**config.mk**
```make
export PLATFORM = sky130hd
export DESIGN_NAME = riscv_v_pipe_ctrl
export DESIGN_NICKNAME = d
export VERILOG_FILES = /design/src/rtl/riscv_v_pkg.sv /design/src/rtl/riscv_v_sat_counter.sv /design/src/rtl/riscv_v_pipe_ctrl.sv
export SDC_FILE = /design/constraint.sdc
export NUM_CORES = 1
export LEC_CHECK = 0
export BUFFER_PORTS_ARGS = -buffer_cell sky130_fd_sc_hd__buf_2
export CORE_AREA = 2 2 39 41
export CTS_CLUSTER_DIAMETER = 80
export DETAILED_ROUTE_END_ITERATION = 7
export DIE_AREA = 0 0 41 43
export PLACE_DENSITY_LB_ADDON = 0.08
export SYNTH_ARGS = -nofsm -noshare
export SYNTH_HDL_FRONTEND = slang
export SYNTH_HIERARCHICAL = 1
export SYNTH_SLANG_ARGS = --single-unit
export TNS_END_PERCENT = 20
```
**constraint.sdc**
```tcl
create_clock -name clk_i -period 2.24 [get_ports clk_i]
set_input_delay 0.224 -clock clk_i [delete_from_list [all_inputs] [get_ports clk_i]]
set_output_delay 0.224 -clock clk_i [all_outputs]
set_load 0.01 [all_outputs]
```
**src/rtl/riscv_v_pkg.sv**
```systemverilog
// Shared types and constants for the vector pipeline controller.
package riscv_v_pkg;

   typedef enum logic {
      PC_RUN  = 1'b0,
      PC_HOLD = 1'b1
   } pipe_ctrl_state_t;

   localparam int RISCV_V_PERF_CNT_W = 32;

endpackage

```
**src/rtl/riscv_v_sat_counter.sv**
```systemverilog
// Saturating event counter with synchronous clear; holds at all-ones.
module riscv_v_sat_counter #(
   parameter int W = 32
) (
   input  logic         clk_i,
   input  logic         clr_i,
   input  logic         inc_i,
   output logic [W-1:0] cnt_o
);

   logic [W-1:0] cnt_q, cnt_d;

   always_comb begin
      cnt_d = cnt_q;
      if (clr_i) cnt_d = '0;
      else if (inc_i && (cnt_q != '1)) cnt_d = cnt_q + W'(1);
   end

   always_ff @(posedge clk_i) cnt_q <= cnt_d;

   assign cnt_o = cnt_q;

endmodule

```
**src/rtl/riscv_v_pipe_ctrl.sv**
```systemverilog
// Valid/ready sequencer for an N-stage vector datapath: occupancy, bubble-collapsing
// enables, flush with post-flush lockout. Optional perf counters: RISCV_V_PIPE_CTRL_PERF_EN.
module riscv_v_pipe_ctrl
   import riscv_v_pkg::*;
#(
   parameter int NUM_STAGES = 3,
   parameter int FLUSH_HOLD = 2,
   localparam int OCC_W = $clog2(NUM_STAGES + 1)
) (
   input  logic                  clk_i,
   input  logic                  rst_i,
   input  logic                  in_valid_i,
   output logic                  in_ready_o,
   output logic                  out_valid_o,
   input  logic                  out_ready_i,
   input  logic                  stall_req_i,
   input  logic                  flush_req_i,
   output logic [NUM_STAGES-1:0] stage_en_o,
   output logic [NUM_STAGES-1:0] stage_flush_o,
   output logic [NUM_STAGES-1:0] stage_valid_o,
   output logic [OCC_W-1:0]      occupancy_o
`ifdef RISCV_V_PIPE_CTRL_PERF_EN
   ,
   output logic [RISCV_V_PERF_CNT_W-1:0] perf_stall_cycles_o,
   output logic [RISCV_V_PERF_CNT_W-1:0] perf_xfer_count_o
`endif
);

   localparam int HC_W = (FLUSH_HOLD > 0) ? $clog2(FLUSH_HOLD + 1) : 1;

   pipe_ctrl_state_t      state_q, state_d;
   logic [HC_W-1:0]       hc_q, hc_d;
   logic [NUM_STAGES-1:0] valid_q, valid_d;
   logic [OCC_W-1:0]      occ_q, occ_d;
   logic [NUM_STAGES-1:0] adv;
   logic                  go, in_xfer, out_xfer;

   // A stage may advance if it or any stage downstream of it is empty.
   always_comb begin
      for (int i = 0; i < NUM_STAGES; i++) begin
         adv[i] = out_ready_i;
         for (int j = i; j < NUM_STAGES; j++)
            if (!valid_q[j]) adv[i] = 1'b1;
      end
   end

   assign go            = !stall_req_i && (state_q == PC_RUN) && !flush_req_i && !rst_i;
   assign stage_en_o    = adv & {NUM_STAGES{go}};
   assign stage_flush_o = {NUM_STAGES{flush_req_i & !rst_i}};
   assign in_ready_o    = adv[0] & go;
   assign out_valid_o   = valid_q[NUM_STAGES-1] & go;
   assign stage_valid_o = rst_i ? '0 : valid_q;
   assign occupancy_o   = rst_i ? '0 : occ_q;
   assign in_xfer       = in_valid_i & in_ready_o;
   assign out_xfer      = out_valid_o & out_ready_i;

   always_comb begin
      valid_d = valid_q;
      occ_d   = occ_q;
      if (flush_req_i) begin
         valid_d = '0;
         occ_d   = '0;
      end else begin
         if (stage_en_o[0]) valid_d[0] = in_xfer;
         for (int i = 1; i < NUM_STAGES; i++)
            if (stage_en_o[i]) valid_d[i] = valid_q[i-1];
         case ({in_xfer, out_xfer})
            2'b10:   occ_d = occ_q + OCC_W'(1);
            2'b01:   occ_d = occ_q - OCC_W'(1);
            default: occ_d = occ_q;
         endcase
      end
   end

   always_comb begin
      state_d = state_q;
      hc_d    = hc_q;
      if (flush_req_i) begin
         if (FLUSH_HOLD > 0) begin
            state_d = PC_HOLD;
            hc_d    = HC_W'(FLUSH_HOLD);
         end
      end else if (state_q == PC_HOLD) begin
         hc_d = hc_q - HC_W'(1);
         if (hc_q == HC_W'(1)) state_d = PC_RUN;
      end
   end

   always_ff @(posedge clk_i) begin
      if (rst_i) begin
         state_q <= PC_RUN;
         hc_q    <= '0;
         valid_q <= '0;
         occ_q   <= '0;
      end else begin
         state_q <= state_d;
         hc_q    <= hc_d;
         valid_q <= valid_d;
         occ_q   <= occ_d;
      end
   end

`ifdef RISCV_V_PIPE_CTRL_PERF_EN
   logic stall_evt;
   assign stall_evt = (valid_q[NUM_STAGES-1] & !out_ready_i) | (stall_req_i & |valid_q);

   riscv_v_sat_counter #(.W(RISCV_V_PERF_CNT_W)) u_stall_cnt (
      .clk_i (clk_i),
      .clr_i (rst_i),
      .inc_i (stall_evt),
      .cnt_o (perf_stall_cycles_o)
   );

   riscv_v_sat_counter #(.W(RISCV_V_PERF_CNT_W)) u_xfer_cnt (
      .clk_i (clk_i),
      .clr_i (rst_i),
      .inc_i (out_xfer),
      .cnt_o (perf_xfer_count_o)
   );
`endif

endmodule

```
Word-level counts from Yosys, hierarchy flattened
Index checks and enable logic that the tools add are counted.
- $add $sub $neg: 3
- multiply operators: 0
- divide/modulo/power cells: 0
- order comparisons: 0
- equal/unequal tests: 3
- shift operators: 0
- mux-type cells: 14
- bitwise gates (word level): 7
- reductions and logical operators: 9
- operators by type and width (cell ; number):
    $mux W1 ; 9
    $mux W2 ; 3
    $and A1 B1 Y1 ; 5
    $eq A2 B1 Y1 const B ; 2
    $pmux W2 S2 ; 1
    $reduce_bool A2 Y1 ; 2
    $sub A2 B1 Y2 const B ; 2
    $and A3 B3 Y3 ; 1
    $logic_and A1 B1 Y1 ; 3
    $logic_not A1 Y1 ; 3
    $mux W3 ; 1
    $add A2 B1 Y2 const B ; 1
    $eq A2 B2 Y1 const B ; 1
    $reduce_or A2 Y1 ; 1
    $not A1 Y1 ; 1
- flip-flop bits (word level): 8
- latch bits: 0
- RAM bits: 0
- memory bits (read-only): 0
- memories: 0

Depth between registers and ports, before layout
- depth in word-level cells: 8
- gate-level depth with buffers: 7
- depth with buffers taken out: 7

Worst setup path before layout
OpenSTA, ideal clock, no wires.
- path kind: register to register
- from: reg state_q
- to: reg occ_q[1]
- library setup time: 0.076 ns
- arrival time: 1.696 ns
- data required time: 2.164 ns
- slack: 0.468 ns
- stages on the path, launching flop included: 7
- path buffers: 0
- clock period less this slack: 1.772 ns
- cell sequence: dfxtp_1 nor4_4 nand2_1 a21o_1 ha_1 or3_1 a21boi_0
- cells in the longest elaborated chain, start to end: 8
- RTL lines (item ; RTL line ; source):
    start: declaration ; riscv_v_pipe_ctrl.sv:31 ; pipe_ctrl_state_t state_q, state_d;
    start signal: assignment ; riscv_v_pipe_ctrl.sv:96 ; state_q <= state_d;
    $not A1 Y1 (*) ; riscv_v_pipe_ctrl.sv:47 ; assign go = !stall_req_i && (state_q == PC_RUN) && !flush_req_i && !rst_i;
    $logic_and A1 B1 Y1 (*) (3 in a row) ; riscv_v_pipe_ctrl.sv:47 ;
    $and A1 B1 Y1, on equally long branches ; riscv_v_pipe_ctrl.sv:51, riscv_v_pipe_ctrl.sv:50 ;
    $and A1 B1 Y1, on equally long branches ; riscv_v_pipe_ctrl.sv:55, riscv_v_pipe_ctrl.sv:54 ;
    $eq A2 B1 Y1 or $eq A2 B2 Y1 (tied branches) ; riscv_v_pipe_ctrl.sv:67 ; case ({in_xfer, out_xfer})
    $pmux W2 S2 or $reduce_bool A2 Y1 (tied branches) ; -- ;
    end signal: assignment ; riscv_v_pipe_ctrl.sv:94 ; occ_q <= '0;
    end signal: assignment ; riscv_v_pipe_ctrl.sv:99 ; occ_q <= occ_d;
    end: declaration ; riscv_v_pipe_ctrl.sv:34 ; logic [OCC_W-1:0] occ_q, occ_d;
Every way passes the cells marked *; elsewhere a longest branch is shown, timed or not.
A chain may end at the register's enable or synchronous reset.

Worst setup path after layout
Ends and elaborated chain as after synthesis.

==> impl_metrics.xml <==
<?xml version="1.0" encoding="UTF-8"?>
<metrics>
  <group name="status">
    <metric name="status" unit="">finished clean</metric>
  </group>
  <group name="worst_setup_path">
    <metric name="crit_path_top_delay_cell" unit="">sky130_fd_sc_hd__dfxtp_1</metric>
    <metric name="cp_data_arrival_time" unit="ps">2080</metric>
    <metric name="end_kind" unit="">flip-flop</metric>
    <metric name="worstPathRequired" unit="ps">2410</metric>
    <metric name="worst-path-buf-inv" unit="">0</metric>
    <metric name="crit_family" unit="">simple AND/OR/NAND/NOR gates</metric>
    <metric name="kind_of_start_point_of_the_critical_path" unit="">flip-flop</metric>
    <metric name="critical_path.max_stage_delay" unit="ps">390</metric>
    <metric name="r2r_setup_slack" unit="ps">340</metric>
    <metric name="cp_max_fo" unit="">7</metric>
    <metric name="cp_class" unit="">flip-flop to flip-flop</metric>
    <metric name="worstPathCellList" unit="">nor4_4, nand2_1, a21o_1, ha_1, or3_1, a21boi_0</metric>
  </group>
  <group name="synth">
    <metric name="synth_simple_gate_area_share" unit="">0.284</metric>
    <metric name="synth_xor_area_frac" unit="">0.0563</metric>
    <metric name="yosys.cell_types.count" unit="">23</metric>
    <metric name="synthTopCellsByCount" unit="">8 x sky130_fd_sc_hd__dfxtp_1, 7 x sky130_fd_sc_hd__nor2_1, 5 x sky130_fd_sc_hd__inv_1, 5 x sky130_fd_sc_hd__nor2b_1, 4 x sky130_fd_sc_hd__nand2_1</metric>
    <metric name="avgSynthCellArea" unit="um^2">8.33</metric>
    <metric name="synthMuxAreaShare" unit="">0</metric>
    <metric name="asyncSetResetFlopFracSynth" unit="">0</metric>
    <metric name="main_combinational_cell_family_by_area_after_synthesis" unit="">simple AND/OR/NAND/NOR gates</metric>
    <metric name="post_synth_inst_count" unit="">56</metric>
    <metric name="synth_most_common_cell" unit="">sky130_fd_sc_hd__dfxtp_1</metric>
    <metric name="synth.ff_latch_count" unit="">8</metric>
    <metric name="synth_warnings" unit="">6</metric>
    <metric name="share_of_the_synthesized_area_in_the_top_cell_type" unit="">0.343</metric>
    <metric name="synth_compound_area_frac" unit="">0.166</metric>
    <metric name="syn_area" unit="um^2">467</metric>
    <metric name="postSynth.topFlopCell" unit="">sky130_fd_sc_hd__dfxtp_1</metric>
    <metric name="synth_adder_area_share" unit="">0.0536</metric>
    <metric name="yosys.area.top_type" unit="">sky130_fd_sc_hd__dfxtp_1</metric>
    <metric name="synth_enable_flop_cells" unit="">0</metric>
    <metric name="synth_seq_area_share" unit="">0.343</metric>
    <metric name="net_count_of_the_mapped_netlist" unit="">64</metric>
    <metric name="post_synth_main_area_contributors" unit="">sky130_fd_sc_hd__dfxtp_1 34%, sky130_fd_sc_hd__nor2b_1 6.7%, sky130_fd_sc_hd__nor2_1 5.6%</metric>
  </group>
  <group name="die">
    <metric name="floorplan.die_area" unit="um^2">1760</metric>
    <metric name="start_util" unit="">0.337</metric>
    <metric name="fp-row-count" unit="">14</metric>
    <metric name="fp.dieW" unit="um">41</metric>
    <metric name="die_height" unit="um">43</metric>
    <metric name="boundaryPins" unit="">19</metric>
    <metric name="floorplan.core_area" unit="um^2">1380</metric>
  </group>
  <group name="global_routing">
    <metric name="gr-total-overflow" unit="">0</metric>
    <metric name="grt_pass1_wl" unit="mm">1.60</metric>
    <metric name="groute.usage.overall" unit="">0.136</metric>
    <metric name="grt_max_degree" unit="">13</metric>
    <metric name="number_of_global_route_vias_before_repair" unit="">397</metric>
    <metric name="number_of_antenna_violations_at_the_first_check_in_global_routing" unit="">0</metric>
  </group>
  <group name="sta">
    <metric name="setup_total_negative_slack" unit="ps">0</metric>
    <metric name="timing.final.crit_share" unit="">0.849</metric>
    <metric name="slew_violations" unit="">0</metric>
    <metric name="setup_viol" unit="">0</metric>
    <metric name="worst-slew-pin-transition" unit="ps">300</metric>
    <metric name="setup_repair_after_global_routing_missed_its_margin" unit="">no</metric>
    <metric name="finalHoldViolCount" unit="">0</metric>
    <metric name="min_period" unit="ps">1900</metric>
    <metric name="timing.hold.ws" unit="ps">181</metric>
    <metric name="timing.max_slew.rel_slack" unit="">0.798</metric>
    <metric name="final.setup_skew" unit="ps">5.96</metric>
    <metric name="maxClockFrequency" unit="MHz">526</metric>
    <metric name="final_critical_path_setup_slack" unit="ps">338</metric>
  </group>
  <group name="clock_tree">
    <metric name="cts_max_path_buffers" unit="">2</metric>
    <metric name="cts_tree" unit="">yes</metric>
    <metric name="h_tree_level_count" unit="">1</metric>
    <metric name="clkSinkCount" unit="">8</metric>
    <metric name="post_cts_resize_count" unit="">0</metric>
    <metric name="cts_made_buffers" unit="">3</metric>
    <metric name="post-cts-setup-buffers" unit="">0</metric>
    <metric name="cts.hold.buffers_added" unit="">0</metric>
    <metric name="worst_skew_pair.late_latency" unit="ps">250</metric>
    <metric name="cts_root_cell" unit="">sky130_fd_sc_hd__clkbuf_4</metric>
    <metric name="clkTransAtPathRegs" unit="ps">60</metric>
  </group>
  <group name="detailed_routing">
    <metric name="routed_wirelength" unit="um">939</metric>
    <metric name="via_per_inst" unit="">4.70</metric>
    <metric name="drt-pass1-iter-count" unit="">3</metric>
    <metric name="drcViolationCount" unit="">0</metric>
    <metric name="drtAntennaViolNets" unit="">0</metric>
    <metric name="wl_per_cell" unit="um">10.4</metric>
    <metric name="first_iter_violations" unit="">6</metric>
    <metric name="detailroute.via_count" unit="">423</metric>
  </group>
  <group name="power">
    <metric name="power_frac_seq" unit="">0.505</metric>
    <metric name="power_density" unit="nW/um^2">520</metric>
    <metric name="power.ir.vdd_worst" unit="mV">0.316</metric>
    <metric name="power_frac_comb" unit="">0.137</metric>
    <metric name="power.share.switching" unit="">0.249</metric>
    <metric name="netSwitchingPower" unit="uW">75.1</metric>
    <metric name="cellLeakagePower" unit="nW">0.285</metric>
    <metric name="internal_power" unit="uW">227</metric>
    <metric name="clock_power_share" unit="">0.358</metric>
  </group>
  <group name="run">
    <metric name="max_cap_viol_count" unit="">0</metric>
  </group>
  <group name="finish">
    <metric name="drive_above_1_share" unit="">0.338</metric>
    <metric name="final_cell_area" unit="um^2">581</metric>
    <metric name="area_growth" unit="%">24.4</metric>
    <metric name="finish.net_count" unit="">84</metric>
    <metric name="diodes" unit="">0</metric>
  </group>
  <group name="placement">
    <metric name="numPortBuffers" unit="">18</metric>
    <metric name="place_area" unit="um^2">558</metric>
    <metric name="detailedPlacementHpwl" unit="um">730</metric>
    <metric name="gp_routability_congestion" unit="">0.684</metric>
    <metric name="placement.setup.worst_slack" unit="ps">331</metric>
  </group>
  <group name="worst_hold_path">
    <metric name="holdCritPathClass" unit="">input pin to flip-flop</metric>
  </group>
</metrics>
-- power by group through the flow --
stage               clock, mW  combinational [mW]  sequential, mW
CTS                     0.114              0.0420           0.153
detailed placement          0              0.0415           0.156
finish                  0.108              0.0412           0.153
floorplan                   0              0.0270           0.154
global route            0.124              0.0471           0.153
global placement            0              0.0418           0.156
-- worst reg2reg max path, delay by kind of cell, from the launching register on --
| kind | cells | cell delay, ps |
|---|---|---|
| simple gates | 3 | 800 |
| flops | 1 | 390 |
| fa+ha+maj | 1 | 320 |
| compound gates | 2 | 310 |
-- worst paths after layout --
check	start	endpoint	cells past startpoint
setup / recovery	state_q	occ_q[1]	6
hold / removal	in_valid_i	valid_q[0]	3
setup reg to reg	state_q	occ_q[1]	6
hold reg to reg	occ_q[1]	occ_q[1]	2
-- layout by cell type (no fill, tap or decap), drive strengths merged --
cell     n
a32o     1
a21oi    2
or3      1
xor2     1
inv      5
nor4     1
a21o     2
a211oi   1
and3b    1
buf     19
ha       2
nor2     7
o21ai    2
clkbuf   3
xnor2    2
and2b    1
a21boi   2
dfxtp    8
o311ai   1
nor3     3
nor2b    5
nand2    4
-- final cells by class --
class / count / area (um^2)
Fill cell: 155 / 803
Inverter: 5 / 18.8
Clock buffer: 3 / 22.5
Timing Repair Buffer: 19 / 97.6
Multi-Input combinational cell: 39 / 262
Tap cell: 16 / 20.0
Sequential cell: 8 / 160
-- metal layers --
layer	global-route usage	up-vias	share of wire
met1	0.181	181	0.49
met4	0.100	0	0.014
met3	0.0314	2	0.067
met2	0.181	16	0.43
li1	-	224	-
met5	0	-	0
-- through the flow --
step / power [mW] / util / cells
after global routing: 0.324 / 0.420 / 90
after detailed placement: 0.197 / 0.403 / 87
after CTS: 0.309 / 0.420 / 90
final: 0.302 / 0.420 / 90
after floorplan: 0.181 / - / 56
after global placement: 0.198 / 0.403 / 87
-- flip-flops by register name, summed over array words and instances, names as in the netlist --
signal and cells:
valid_q 3, occ_q 2, hc_q 2, state_q 1
-- logic make-up (layout without fill, tap and decap cells) --
| kind of cell | count (synthesis) | in the layout |
|---|---|---|
| xor gates and xnor gates | 3 | 3 |
| adders and majority gates | 2 | 2 |
| buffers and inverters | 9 | 27 |
| and+or+nand+nor | 23 | 23 |
| DFF | 8 | 8 |
| AOI/OAI and AO/OA | 11 | 11 |
(Power assumes the default switching activity.)
